$ cat src/rtl/ll_list_builder.sv
// Writer end of the linked-list path: chains incoming element pointers through a
// single next-table write port and hands the finished list head to the traverser.
module ll_list_builder #(
  parameter int n     = 16,
  parameter int Width = $clog2(n)
) (
  input  logic             clk,
  input  logic             rst,
  input  logic [Width-1:0] in_ptr,
  input  logic             in_last,
  input  logic             in_vld,
  output logic             in_rdy,
  output logic             wr_en,
  output logic [Width-1:0] wr_addr,
  output logic [Width-1:0] wr_data,
  output logic [Width-1:0] head,
  output logic [Width:0]   head_len,
  output logic             head_vld,
  input  logic             head_rdy,
  output logic             err_null
);

  typedef enum logic [1:0] {
    S_IDLE  = 2'd0,
    S_BUILD = 2'd1,
    S_TERM  = 2'd2,
    S_EMIT  = 2'd3
  } state_t;

  localparam logic [Width:0] LenMax = (Width+1)'(n);
  localparam logic [Width:0] LenOne = (Width+1)'(1);

  state_t           r_state;
  state_t           w_state_next;
  logic [Width-1:0] r_head;
  logic [Width-1:0] r_tail;
  logic [Width:0]   r_len;
  logic [Width-1:0] r_head_out;
  logic [Width:0]   r_head_len;
  logic             r_wr_en;
  logic [Width-1:0] r_wr_addr;
  logic [Width-1:0] r_wr_data;
  logic             r_err_null;
  logic             w_xfer;
  logic             w_null;

  assign w_xfer = in_vld & in_rdy;
  assign w_null = (in_ptr == '0);

  always_ff @(posedge clk) begin
    if (rst) r_state <= S_IDLE;
    else     r_state <= w_state_next;
  end

  always_comb begin
    w_state_next = r_state;
    case (r_state)
      S_IDLE:  if (w_xfer && !w_null && in_last) w_state_next = S_TERM;
               else if (w_xfer && !w_null)     w_state_next = S_BUILD;
      S_BUILD: if (w_xfer && in_last)          w_state_next = S_TERM;
      S_TERM:                                  w_state_next = S_EMIT;
      S_EMIT:  if (head_rdy)                   w_state_next = S_IDLE;
      default:                                 w_state_next = S_IDLE;
    endcase
  end

  always_comb begin
    in_rdy   = (r_state == S_IDLE) || (r_state == S_BUILD);
    head_vld = (r_state == S_EMIT);
  end

  // The head snapshot is taken in TERM so head/head_len survive the next list's build.
  always_ff @(posedge clk) begin
    if (rst) begin
      r_head     <= '0;
      r_tail     <= '0;
      r_len      <= '0;
      r_head_out <= '0;
      r_head_len <= '0;
      r_wr_en    <= 1'b0;
      r_wr_addr  <= '0;
      r_wr_data  <= '0;
      r_err_null <= 1'b0;
    end else begin
      r_wr_en    <= 1'b0;
      r_err_null <= w_xfer & w_null;
      case (r_state)
        S_IDLE: begin
          if (w_xfer && !w_null) begin
            r_head <= in_ptr;
            r_tail <= in_ptr;
            r_len  <= LenOne;
          end
        end
        S_BUILD: begin
          if (w_xfer && !w_null) begin
            r_wr_en   <= 1'b1;
            r_wr_addr <= r_tail;
            r_wr_data <= in_ptr;
            r_tail    <= in_ptr;
            if (r_len < LenMax) r_len <= r_len + LenOne;
          end
        end
        S_TERM: begin
          r_wr_en    <= 1'b1;
          r_wr_addr  <= r_tail;
          r_wr_data  <= '0;
          r_head_out <= r_head;
          r_head_len <= r_len;
        end
        default: ;
      endcase
    end
  end

  assign wr_en    = r_wr_en;
  assign wr_addr  = r_wr_addr;
  assign wr_data  = r_wr_data;
  assign head     = r_head_out;
  assign head_len = r_head_len;
  assign err_null = r_err_null;

endmodule

$ cat config.mk
export PLATFORM = sky130hd
export DESIGN_NAME = ll_list_builder
export DESIGN_NICKNAME = d
export VERILOG_FILES = /design/src/rtl/ll_list_builder.sv
export SDC_FILE = /design/constraint.sdc
export NUM_CORES = 1
export LEC_CHECK = 0
export CORE_MARGIN = 2
export CORE_UTILIZATION = 35
export DETAILED_ROUTE_END_ITERATION = 7
export DONT_BUFFER_PORTS = 1
export SETUP_SLACK_MARGIN = 0.4
export SLEW_MARGIN = 20
export SYNTH_ARGS = -nofsm -noshare
export SYNTH_HDL_FRONTEND = slang
export SYNTH_SLANG_ARGS = --single-unit
$ cat constraint.sdc
create_clock -name clk -period 1.7 [get_ports clk]
set_input_delay 0.34 -clock clk [delete_from_list [all_inputs] [get_ports clk]]
set_output_delay 0.34 -clock clk [all_outputs]
set_load 0.02 [all_outputs]
==> run summary <==
Top area cells in the synthesized netlist -> dfxtp_1 46%, mux2i_1 11%, ha_1 5.1%, nor2_1 4.9%, a21oi_1 4.4%
Htree depth -> 2
Drt pass-1 iters -> 4
Power Density -> 1910 nW/um^2
Slew of the pin with the lowest slew margin -> 0.840 ns
Peak VDD IR -> 0.885 mV
YS warnings -> 0
Main synth FF type -> dfxtp_1
Vias in the first global route -> 1145
ANT nets after route -> 0
RePlAce Congestion -> 0.731
CP Data Arrival Time -> 1.18 ns
DP HPWL -> 2.19 mm
Diodes inserted -> 0
Seq/Total Area, Yosys -> 0.464
CTS Root Cell -> clkbuf_8
Nets -> 187
Status -> finished clean
WL per Instance -> 16.1 um
Routed WL -> 3.60 mm
Synthesized flop and latch total -> 34
DRT iter0 DRCs -> 29
RSZ-0062 raised after global routing -> true
Worst skew pair latency -> 0.29 ns
Post-synth EDFFs -> 0
Fin cells -> 223
CP endpoint kind -> primary output
Overall die area -> 4730 sq um
Via count -> 1184
Tot Pwr -> 3.77 mW
Crit path kind -> register to primary output
CTS tree -> built
Vias per Instance -> 5.31
Clock skew -> 0.00933 ns
Synth cell count leaders -> 34 x dfxtp_1, 19 x nor2_1, 16 x mux2i_1, 13 x a21oi_1
Port bufs -> 0
Setup TNS -> 0 ns
CTS sink cnt -> 34
Top cell type's share of synthesized area -> 0.464
First-pass GRT wire length -> 5.60 mm
CP Launch Type -> register
Hold Vio Cnt, Final -> 0
Die width -> 68.8 um
Syn_nets -> 171
Max FO, Critical Path -> 5
Max_cap viols -> 0
Fin crit share -> 0.896
Mean cell area of the mapped netlist -> 9.41 sq um
Largest net degree at the start of global routing -> 35
Leakage power -> 0.718 nW
Global Route Usage Sum -> 0.164
CP Data Required Time -> 1.36 ns
Slew Limit Fails -> 0
# rows -> 23
Tmin final -> 1.52 ns
IO Pins -> 30
Most frequent cell after synthesis -> dfxtp_1
Yosys cell types -> 33
Gate Count Post-Synth -> 156
Area grow syn2layout -> 34.6%
Post-synth ARST share -> 0
Initial antenna violation count -> 0
Synthesized area -> 1470 sq um
Placed cells -> 197
DRC -> 0
Max Fclk -> 656 MHz
Initial Util -> 0.364
Biggest area consumer among synthesized cells -> dfxtp_1
Setup-failing EPs final -> 0
# hold bufs at CTS -> 0
Die Ht -> 68.8 um
Hold crit path type -> primary input to register
Clk buf depth -> 2
Core region area -> 4030 sq um
Num CTS Buffers -> 5
GRT overflow -> 0
Share of layout cells above drive strength 1 -> 0.324
Clk slew on worst S/H paths -> 0.07 ns
Slew HR -> 0.435
[area by class of cell]
type                       count  area (sq um)
multi-input combinational    110           931
tap                           50          62.6
clock buffer                   8          80.1
inverter                       2          12.5
timing repair buffer          19           201
sequential                    34           688
fill                         357          2050
[layout by cell type (no fill, tap or decap), types with 4 or more instances in the layout]
master and n:
buf_4 10, mux2i_1 16, buf_6 7, nand3b_1 4, nand3_1 6, dfxtp_1 32
clkbuf_8 5, a21oi_1 9, nand2_1 5, nor2_1 18, a21oi_2 4, nand2b_1 6
[metal layers]
metal  share of wire  track usage  routed length [um]  vias up
met5               0            0                   0        -
met4           0.018       0.0564                  64        0
met3           0.080       0.0666                 288        6
met2            0.46        0.252                1660       31
met1            0.44        0.207                1580      564
li1                -            -                   -      583
[state kept, by name, summed over array words and instances, names as in the netlist]
signal and flops:
head_len 5, r_len 5, head 4, r_head 4, r_tail 4, wr_addr 4
wr_data 4, r_state 2, err_null 1, wr_en 1
[power breakdown]
| part | internal (mW) | leakage [nW] | switching, mW |
|---|---|---|---|
| registers | 0.944 | 0.278 | 0.188 |
| clock network | 0.290 | 0.0395 | 0.266 |
| logic | 1.18 | 0.401 | 0.904 |
| total | 2.41 | 0.718 | 1.36 |
[path summary, 6_finish.rpt]
| path | start | to | slack (ns) | cells past startpoint |
|---|---|---|---|---|
| min | rst | r_state[0]$_SDFFE_PP0P_ | 0.11 | 1 |
| min reg2reg | r_head[3]$_SDFFE_PP0P_ | r_head[3]$_SDFFE_PP0P_ | 0.45 | 2 |
| max | r_state[0]$_SDFFE_PP0P_ | in_rdy | 0.18 | 3 |
| max reg2reg | r_state[1]$_SDFFE_PP0P_ | r_len[4]$_SDFFE_PP0P_ | 0.23 | 8 |
[through the flow]
| step | cell area (sq um) | hold WS, ns | util | setup slack [ns] |
|---|---|---|---|---|
| floorplan | 1610 | 0.436 | - | 0.272 |
| global placement | 1600 | 0.406 | 0.398 | 0.187 |
| detailed placement | 1600 | 0.407 | 0.398 | 0.158 |
| CTS | 1910 | 0.0950 | 0.474 | 0.179 |
| global route | 1980 | 0.0987 | 0.490 | 0.145 |
| finish | 1980 | 0.106 | 0.490 | 0.176 |
[critical path, cell delays in order, from the launching register on]
cell and delay, ns:
dfxtp_4 0.39, inv_4 0.05, ha_4 0.18, or2_4 0.27
[timing repair]
item,CTS,global route
gates resized for setup,18,13
endpoints found under the setup margin,20,35
cloned,1,1
pin swaps,12,12
buffers inserted,15,1
[cell families after synthesis]
kind of cell	synth area share
AND/OR/NAND/NOR	0.205
AO/OA/AOI/OAI	0.124
multiplexers	0.109
flip-flops	0.464
adder cells (fa/ha/maj)	0.0511
XOR/XNOR	0.0119
buffers and inverters	0.0341
Power figures use the tool's default switching activity.
==> RTL edit 1 (same flow settings) <==
The parameter `n` goes from 16 to 8.
--- a/src/rtl/ll_list_builder.sv
+++ b/src/rtl/ll_list_builder.sv
@@ -1,7 +1,7 @@
 // Writer end of the linked-list path: chains incoming element pointers through a
 // single next-table write port and hands the finished list head to the traverser.
 module ll_list_builder #(
-  parameter int n     = 16,
+  parameter int n     = 8,
   parameter int Width = $clog2(n)
 ) (
   input  logic             clk,
Ports: changed (5 resized); port bits go from 30 to 25. The function was not compared with the original's and may differ.
==> RTL edit 1 against the original RTL <==
  * Sequential share of layout area is 1.6 points lower
  * Power fell by 38%
  * Worst setup slack worse by 0.16 ns
  * Largest cell class unchanged
  * Core utilization about the same
  * Routed wire length shrank 15%
  * Count of clock-buffer cells in the layout is 5 lower
  * Area after synthesis down 16%
  * Synthesized cell count down 13%
  * Sequential cell count shrank 7
  * Clock skew increased by 0.00052 ns
  * Cell area decreased by 17%
==> RTL edit 1: results <==
set metrics [dict create \
    reg2reg_slack_ns 0.01 \
    met3_usage_pct 5.71 \
    max_stage_delay_ns 0.46 \
    grt_pass1_wl_mm 4.99 \
    min_to "r_tail[0]" \
    r2r_end "r_state[0]" \
    place_inst 178 \
    htreeDepth 1 \
    instances_no_fill 195 \
    vias 1016 \
    syn_inst 135 \
    clock-skew-final_ns 0.00985 \
    status "finished, final reports clean" \
    wl_met3_um 175 \
    maxSlewHeadroom_pct 59.1 \
    m1WireLength_mm 1.25 \
    p_int_w 0.00144 \
    hpwl_mm 1.80 \
    worst-path-max-fanout 4 \
    nets 164 \
    path_delay_family "compound AO/OA/AOI/OAI gates" \
    worstPathArrival_ns 1.94 \
    p_total_w 0.00232 \
    gp_routability_congestion 0.786 \
    crit_slowest_cell "a2111o_1" \
    clockRootBuffer "clkbuf_4" \
    met2_usage_pct 27.1 \
    synth_cell_types 34 \
    synthTopCellsByArea "dfxtp_1, mux2i_1, ha_1, nand2b_1, nor2_1" \
    synth_top_cells_by_count "dfxtp_1, nor2_1, nand2b_1" \
    grt_max_degree 34 \
    grt_use_met1_pct 16.9 \
    syn_nets 149 \
    peakVddDrop_mv 0.711 \
    rr_worst_depth 5 \
    track_usage_pct 15.6 \
    path_clk_slew_ns 0.14 \
    grt_pass1_vias 1054 \
    placed_area_um2 1310 \
    cts_made_buffers 3 \
    fill_cells 321 \
    drt-total-wl_mm 3.05 \
]
## RTL edit 1: area by class of cell
| type | count | area share [%] |
|---|---|---|
| inverter | 2 | 0.759 |
| sequential | 27 | 33.2 |
| multi-input combinational | 98 | 49.6 |
| clock buffer | 3 | 1.37 |
| timing repair buffer | 18 | 11.2 |
| clock inverter | 1 | 0.303 |
| tap | 46 | 3.49 |
## RTL edit 1: logic make-up (layout without fill, tap and decap cells)
family,after synthesis,in the layout,share of synthesized area [%]
AOI/OAI and AO/OA,24,24,12.4
buffers and inverters,10,24,4.15
and+or+nand+nor,58,58,25.5
DFF,27,27,43.7
adders and majority gates,6,6,6.07
muxes,10,10,8.10
## RTL edit 1: what timing repair did
item | 4_1_cts | 5_1_grt
resized for setup | 20 | 32
pin swaps | 7 | 15
setup endpoints to repair | 18 | 28
buffers inserted | 8 | 5
cloned | 0 | 0
## RTL edit 1: stage by stage
stage	utilization, %	setup WS [ns]	hold slack, ns
detailed placement	38.9	0.0728	0.400
floorplan	-	0.0802	0.436
global route	49.0	-0.0470	0.0373
CTS	44.2	0.0769	0.0420
finish	49.0	0.0128	0.0596
global placement	38.9	0.0990	0.398
## RTL edit 1: how the worst max path moves through the flow
stage	end	slack (ns)	depth (start not counted)
after floorplan	r_state[0]	0.08	7
final	r_state[0]	0.01	5
after global placement	r_state[0]	0.1	6
after global routing	r_state[0]	-0.05	6
after CTS	r_state[0]	0.08	6
after detailed placement	r_state[0]	0.07	6
## RTL edit 1: power by group through the flow
stage               clock [W]  combinational [W]  sequential [W]
floorplan                   0           0.000565        0.000883
global placement            0           0.000645        0.000902
detailed placement          0           0.000657        0.000904
CTS                  0.000289           0.000883        0.000907
global route         0.000302            0.00122        0.000928
finish               0.000274            0.00113        0.000912
==> RTL edit 2 (same settings) <==
Without the edit above. Register the output `err_null` once more, with the module's reset; this adds one clock of latency there. The other outputs are not delayed to match.
--- a/src/rtl/ll_list_builder.sv
+++ b/src/rtl/ll_list_builder.sv
@@ -118,7 +118,13 @@
   assign wr_data  = r_wr_data;
   assign head     = r_head_out;
   assign head_len = r_head_len;
-  assign err_null = r_err_null;
+  always_ff @(posedge clk) begin
+    if (rst) begin
+      err_null <= '0;
+    end else begin
+      err_null <= r_err_null;
+    end
+  end
 
 endmodule
 
Function: changed (Yosys sat finds a counterexample within 4 cycles, from zero or initial values and one cycle with rst high).
==> RTL edit 2 against the original RTL <==
  * Sequential cell count grew 1
  * Routed wire length shrank 4.2%
  * Cell area shrank 5.6%
  * Die area is essentially flat
  * Power shrank 14%
  * Area after synthesis is essentially flat
  * Largest power group unchanged
  * Hold slack gained 0.013 ns
  * Worst setup slack gained 0.024 ns
  * Non-clock buffer count shrank 3
  * Critical path type unchanged
==> RTL edit 2: results <==
set metrics [dict create \
    multi_input_area_share_pct 44.5 \
    areaGrowthSynthToFinish_pct 27.2 \
    bufAreaShareNonClock_pct 8.65 \
    cp-startpoint "r_state[1]" \
    cts_setup_buffers 10 \
    fill_cells 402 \
    grt_max_degree 36 \
    gp_routability_congestion 0.814 \
    first_pass_iters 7 \
    num-multi-input-gates 104 \
    status "finished, final reports clean" \
    place_ws_ns 0.0809 \
    r2r_start "r_state[0]" \
    worstPathArrival_ns 1.16 \
    seq_share_pct 38.0 \
    fin_crit_ns 1.50 \
    cts_resized 13 \
    drt_iter0_drc 50 \
    signal_buffers 16 \
    syn_nets 167 \
    clkbuf_count 7 \
    p_leak_nw 0.694 \
    synthTopCellsByArea "dfxtp_1, mux2i_1, ha_1, nor2_1, a21oi_1" \
    clock-skew-final_ns 0.00515 \
    inverters 4 \
    track_usage_pct 15.1 \
    worst-path-max-fanout 8 \
    rr_worst_depth 5 \
    drive_gt1_share_pct 29.3 \
    cts_sinks 35 \
    r2r_end "r_state[0]" \
]
RTL edit 2: where the power goes:
group | internal (W) | switching (W) | total (W)
registers | 0.000960 | 0.000194 | 0.00115
clock network | 0.000287 | 0.000286 | 0.000573
logic | 0.000856 | 0.000676 | 0.00153
RTL edit 2: kinds of logic after synthesis:
| logic type | count (synthesis) | synth area share [%] |
|---|---|---|
| flip-flops | 35 | 47.8 |
| buffers and inverters | 13 | 4.18 |
| XOR/XNOR | 1 | 0.597 |
| AND/OR/NAND/NOR | 56 | 18.9 |
| adder cells (fa/ha/maj) | 6 | 5.12 |
| AO/OA/AOI/OAI | 27 | 13.8 |
| multiplexers | 14 | 9.56 |
RTL edit 2: per-layer routing:
metal | wire [um] | up-vias | track usage [%]
li1 | - | 562 | -
met1 | 1510 | 526 | 17.4
met2 | 1660 | 26 | 24.4
met3 | 207 | 7 | 5.84
met4 | 69 | 0 | 7.60
met5 | 0 | - | 0
